### src/rtl/ring_counter_4.sv
// One-hot ring counter used as a phase/sequence generator. Self-starting: any
// state that is not exactly one-hot (including X at power-up) becomes INIT on the next edge.
module ring_counter_4 #(
  parameter int         WIDTH = 4,
  parameter logic [3:0] INIT  = 4'b0001,
  parameter bit         DIR   = 1'b0
) (
  input  logic             reset,
  input  logic             clock,
  output logic [WIDTH-1:0] out
);

  logic [WIDTH-1:0] state;
  logic [WIDTH-1:0] state_next;

  always_ff @(posedge clock) begin
    if (reset) begin
      state <= INIT;
    end else begin
      state <= state_next;
    end
  end

  // Only the four legal codes rotate; anything else, X included, lands in default.
  always_comb begin
    state_next = INIT;
    case (state)
      4'b0001, 4'b0010, 4'b0100, 4'b1000: begin
        if (DIR) begin
          state_next = {state[0], state[WIDTH-1:1]};
        end else begin
          state_next = {state[WIDTH-2:0], state[WIDTH-1]};
        end
      end
      default: state_next = INIT;
    endcase
  end

  assign out = state;

endmodule

### config.mk
export PLATFORM = sky130hd
export DESIGN_NAME = ring_counter_4
export DESIGN_NICKNAME = d
export VERILOG_FILES = /design/src/rtl/ring_counter_4.sv
export SDC_FILE = /design/constraint.sdc
export NUM_CORES = 1
export LEC_CHECK = 0
export CORE_AREA = 4 4 41 43
export DETAILED_ROUTE_END_ITERATION = 8
export DIE_AREA = 0 0 45 47
export SLEW_MARGIN = 10
export SYNTH_ARGS = -nofsm -noshare
export SYNTH_HDL_FRONTEND = slang
export SYNTH_SLANG_ARGS = --single-unit
### constraint.sdc
create_clock -name clock -period 2.4 [get_ports clock]
set_input_delay 0.72 -clock clock [delete_from_list [all_inputs] [get_ports clock]]
set_output_delay 0.72 -clock clock [all_outputs]
set_load 0.1 [all_outputs]
Yosys cells after proc, flatten, opt, wreduce, memory -nomap -nowiden --
Cells that the tools add are included.
Storage, ports and cells: flip-flop bits (word level) 4, bits of input ports 2
Operators by class: eq/ne operators 4, bitwise logic cells 1, reduce and logical (&&, ||, !) cells 2
Operators with widths (count):
- $eq A4 B1 Y1 const B | 1
- $eq A4 B2 Y1 const B | 1
- $eq A4 B3 Y1 const B | 1
- $eq A4 B4 Y1 const B | 1
- $reduce_or A4 Y1 | 1
- $reduce_or A2 Y1 | 1
- $not A1 Y1 | 1

Longest topological paths before layout --
Gate-level depths: netlist of run 1.
word-level depth 4, depth in mapped cells 2

Worst setup path after synthesis of run 1 --
OpenSTA, ideal clock, no wires.
path type register to output, start register state[1] (netlist: out[1]), end output out[1], data arrival time 1.006 ns, required time 1.680 ns, cell stages (with the launch flop) 1, setup slack 0.674 ns, buffers on the path 0, path through dfxtp_1
RTL lines:
- start, declared | RTL line 13 | logic [WIDTH-1:0] state;
- start signal, assigned | RTL line 20 | state <= state_next;
- end, declared | RTL line 10 | output logic [WIDTH-1:0] out
No word-level cell between the ends.

Worst setup path after layout of run 1 --
start register state[1] (netlist: out[1]), end output out[1]
No word-level cell between the ends.

==> results.yml, run 1 <==
timing:
  worst_slew_pin_slew_ns: 0.281
  period_share_pct: 71.2
  rsz0062_at_grt: "false"
  min_period_ns: 1.71
  setup_viol: 0
  slew-limit-headroom_pct: 81.5
  clock_skew_ns: 0.00259
  fmax_mhz: 585
  final_max_slew_viol_count: 0
  hold_viol_final: 0
  finalSetupTns_ns: 0
  fin_ws_ns: 0.691
finish:
  area_growth_pct: 55.6
  multi_input_area_um2: 66.3
  final_cell_mix: "dfxtp_1 (4), buf_4 (4), clkbuf_4 (3), nor4b_1 (2)"
  insertedDiodeCount: 0
  largest_reg_flops: 4
  nets: 24
  final_util_pct: 17.5
  regArea_um2: 80.1
  drive_gt1_share_pct: 45.0
  fin_area_um2: 228
  fillers: 153
routing:
  drt-total-wl_um: 374
  ant_nets: 0
  dr.pass1.iters: 2
  drc: 0
  drtIter0Drc: 2
  route.detailed.vias_per_inst: 3.66
  routedWlPerCell_um: 10.7
  num_vias: 128
global_route:
  grt_pass1_wl_um: 517
  grt_pass1_vias: 147
  grt_max_degree: 7
  track_usage_pct: 4.74
  antenna_found_initial: 0
  overflow: 0
yosys:
  avgSynthCellArea_um2: 12.2
  yosysSeqAreaShare_pct: 54.7
  syn_nets: 14
  ys_ff_latch: 4
  yosys_warnings: 0
  syn_inst: 12
  ys_types: 8
  synth_area_um2: 146
min_path:
  holdCritStartpoint: "out[3]$_SDFF_PP0_"
  worst_hold_path.endpoint: "out[0]$_SDFF_PP1_"
  holdCritPathClass: "flop to flop"
  hold-path-cell-count: 2
setup_path:
  cp_num_buf_inv: 1
  start_kind: "flop"
  slowest_delay_ns: 0.42
  critPathMaxFanout: 6
  path_cells: "buf_4"
  reg2reg_from: "out[3]$_SDFF_PP0_"
  reg2reg_to: "out[2]$_SDFF_PP0_"
  ff2ff_setup_slack_ns: 1.48
  end_kind: "primary output"
  slowest_stage: "dfxtp_1"
  ff2ff_path_depth: 2
  cp_data_arrival_time_ns: 0.99
  critPathKind: "flop to primary output"
  path_delay_family: "flip-flops"
  crit_cells: 1
  crit_required_ns: 1.68
clock_network:
  post_cts_buffers: 0
  clk_latency_ns: 0.24
  cts_buffers: 3
  cts_tree: "done"
  cts_hold_buf: 0
  cts_resized: 0
  cts_htree_levels: 1
  clock_path_buffers: 2
  clock-sinks: 4
  clk_pin_slew_ns: 0.04
  cts_root_buf: "clkbuf_4"
placed_design:
  placed_area_um2: 205
  io_buffers: 5
  gp_congestion: 0.653
  preCtsSetupSlack_ns: 0.673
pwr:
  ir_drop_mv: 0.132
  power.density_mw_per_mm2: 1070
  power_uw: 243
  power_leakage_uw: 0.0000906
floorplan:
  placeableCoreArea_mm2: 0.00130
  rows: 13
  initial_utilization_pct: 11.2
  die-area_mm2: 0.00212
  die_x_um: 45
  ios: 6
  dieHeight_um: 47
run:
  drv_cap: 0
outcome:
  outcome: "finished clean"
## kinds of logic after synthesis
logic type,Yosys count,synth area share (%)
and+or+nand+nor,5,30.8
DFF,4,54.7
xor gates and xnor gates,1,5.98
AOI/OAI and AO/OA,2,8.55
## report_power, final
group	internal [uW]	switching, uW	total (uW)
Combinational	17.6	57.6	75.2
Clock	55.9	27.4	83.3
Sequential	73.9	11.1	85.0
## layer usage
| layer | wire length (um) | track usage [%] | part of all wire, % |
|---|---|---|---|
| met3 | 42 | 4.60 | 11 |
| met5 | 0 | 0 | 0 |
| met2 | 194 | 7.06 | 52 |
| met1 | 117 | 1.81 | 31 |
| met4 | 19 | 8.77 | 5.1 |
## Yosys cell counts (all sizes together)
cell type	n	area [um^2]
dfxtp	4	80.1
nor2	1	3.75
nor4b	3	32.5
o211ai	1	7.51
o21ai	1	5.00
or2	1	8.76
xor2	1	8.76
## per-stage QoR
step / hold slack [ns] / std cells
finish: 0.530 / 35
CTS: 0.538 / 35
global route: 0.549 / 35
global placement: 0.481 / 32
floorplan: 0.833 / 12
detailed placement: 0.535 / 32
## worst register-to-register path: cells and delay by family, from the launching register on
kind	cells	cell delay, ns
DFF	1	0.32
and+or+nand+nor	2	0.49
## area by class of cell
| cell class | instances | area share, % |
|---|---|---|
| Tap cell | 15 | 8.24 |
| Multi-Input combinational cell | 8 | 29.1 |
| Timing Repair Buffer | 5 | 17.6 |
| Clock buffer | 3 | 9.89 |
| Sequential cell | 4 | 35.2 |
## worst max-delay path by stage
stage | from | to | slack [ns]
3_3_place_gp | reset | out[3]$_SDFF_PP0_ | 0.69
6_report | out[1]$_SDFF_PP0_ | out[1] | 0.69
2_1_floorplan | out[1]$_SDFF_PP0_ | out[1] | 0.67
5_1_grt | out[1]$_SDFF_PP0_ | out[1] | 0.66
3_5_place_dp | reset | out[2]$_SDFF_PP0_ | 0.67
4_1_cts | out[0]$_SDFF_PP1_ | out[0] | 0.68
Power figures use the tool's default switching activity.
==> run 2, diff against run 1 <==
==> constraint.sdc (replaced) <==
create_clock -name clock -period 1.5 [get_ports clock]
set_input_delay 0.45 -clock clock [delete_from_list [all_inputs] [get_ports clock]]
set_output_delay 0.45 -clock clock [all_outputs]
set_load 0.1 [all_outputs]
==> run 2 against run 1 <==
  * Hold slack better by 0.040 ns
  * Non-clock buffer count is the same
  * Via count fell by 5.5%
  * Critical endpoint unchanged
  * Largest cell class is now buffers
  * Highest routed layer is now met3
==> results.yml, run 2 (synthesis results as in run 1) <==
setup_path:
  startpoint: "out[1]$_SDFF_PP0_"
  end_kind: "primary output"
  ff2ff_path_depth: 2
  endpoint: "out[1]"
  slowest_delay_ns: 0.47
  path_delay_family: "flip-flops"
  slowest_stage: "dfxtp_1"
  critPathKind: "flop to primary output"
  crit_required_ns: 1.05
  reg2reg_to: "out[1]$_SDFF_PP0_"
  crit_cells: 1
  ff2ff_setup_slack_ns: 0.54
  cp_num_buf_inv: 1
  critPathMaxFanout: 6
  start_kind: "flop"
  path_cells: "buf_12"
  reg2reg_from: "out[3]$_SDFF_PP0_"
  cp_data_arrival_time_ns: 0.92
timing:
  rsz0062_at_grt: "false"
  worst_slew_pin_slew_ns: 0.281
  setup_viol: 0
  hold_ws_ns: 0.570
  finalSetupTns_ns: 0
  final_max_slew_viol_count: 0
  clock_skew_ns: 0.00186
  hold_viol_final: 0
  period_share_pct: 91.2
  fmax_mhz: 731
  min_period_ns: 1.37
  slew-limit-headroom_pct: 81.3
clock_network:
  clock-sinks: 4
  post_cts_buffers: 0
  clock_path_buffers: 2
  cts_root_buf: "clkbuf_4"
  cts_tree: "done"
  cts_buffers: 3
  clk_pin_slew_ns: 0.04
  clk_latency_ns: 0.23
  cts_hold_buf: 0
  cts_resized: 0
  cts_htree_levels: 1
pwr:
  pwr-share-clk_pct: 31.3
  power.density_mw_per_mm2: 1510
  combPwrFrac_pct: 34.8
  sequentialPowerShare_pct: 33.9
  p_int_uw: 262
  p_sw_uw: 156
  ir_drop_mv: 0.288
  power_leakage_uw: 0.000105
  switching_share_pct: 37.3
routing:
  route.detailed.vias_per_inst: 3.46
  drc: 0
  routedWlPerCell_um: 9.66
  ant_nets: 0
  drtIter0Drc: 2
  drt-total-wl_um: 338
  dr.pass1.iters: 4
  num_vias: 121
placed_design:
  placed_area_um2: 255
  hpwl_um: 283
  gp_congestion: 0.559
  io_buffers: 5
finish:
  fillers: 147
  final_cell_mix: "dfxtp_1 (4), buf_12 (4), clkbuf_4 (3), nor4b_1 (2)"
  drive_gt1_share_pct: 45.0
  largest_reg_flops: 4
  fin_area_um2: 278
  area_growth_pct: 89.7
  insertedDiodeCount: 0
  final_util_pct: 21.3
  nets: 24
floorplan:
  die-area_mm2: 0.00212
  rows: 13
  initial_utilization_pct: 11.2
  dieHeight_um: 47
  placeableCoreArea_mm2: 0.00130
  ios: 6
  die_x_um: 45
global_route:
  antenna_found_initial: 0
  grt_max_degree: 7
  grt_pass1_vias: 140
  overflow: 0
  track_usage_pct: 4.19
  grt_pass1_wl_um: 510
min_path:
  holdCritPathClass: "flop to flop"
  holdCritStartpoint: "out[3]$_SDFF_PP0_"
outcome:
  outcome: "finished clean"
run:
  drv_cap: 0
-- run 2: cell type report --
| cell class | instances | area [um^2] | area share [%] |
|---|---|---|---|
| clock buffers | 3 | 22.5 | 8.11 |
| repair buffers | 5 | 90.1 | 32.4 |
| well taps | 15 | 18.8 | 6.76 |
| multi-input cells | 8 | 66.3 | 23.9 |
| flip-flops and latches | 4 | 80.1 | 28.8 |
-- run 2: worst min path at each step --
stage | to | slack, ns | cells after the start
after global routing | out[0]$_SDFF_PP1_ | 0.61 | 2
final | out[0]$_SDFF_PP1_ | 0.57 | 2
after global placement | out[0]$_SDFF_PP1_ | 0.54 | 2
after floorplan | out[0]$_SDFF_PP1_ | 0.56 | 2
after detailed placement | out[0]$_SDFF_PP1_ | 0.57 | 2
after CTS | out[0]$_SDFF_PP1_ | 0.58 | 2
-- run 2: power groups by stage --
stage	registers, uW	clock network (uW)	logic, uW
2_1_floorplan	213	0	17.8
3_3_place_gp	141	0	145
3_5_place_dp	143	0	147
4_1_cts	142	140	147
5_1_grt	144	145	149
6_report	142	131	146
-- run 2: stage by stage --
| stage | cells | setup WS, ns | power (uW) |
|---|---|---|---|
| 4_1_cts | 35 | 0.113 | 429 |
| 3_5_place_dp | 32 | -0.0138 | 290 |
| 3_3_place_gp | 32 | 0.0682 | 287 |
| 6_report | 35 | 0.133 | 418 |
| 2_1_floorplan | 12 | 0.0443 | 231 |
| 5_1_grt | 35 | 0.0898 | 438 |
-- run 2: worst register-to-register path: cells and delay by family (launching register included) --
kind             cells  cell delay (ns)
and+or+nand+nor      2             0.52
DFF                  1             0.34
-- run 2: layer usage --
metal | vias to the layer above | global-route usage, % | share of wire [%]
li1 | 63 | - | -
met1 | 53 | 2.05 | 31
met2 | 5 | 6.50 | 55
met3 | 0 | 2.30 | 14
met4 | 0 | 8.77 | 0
met5 | - | 0 | 0
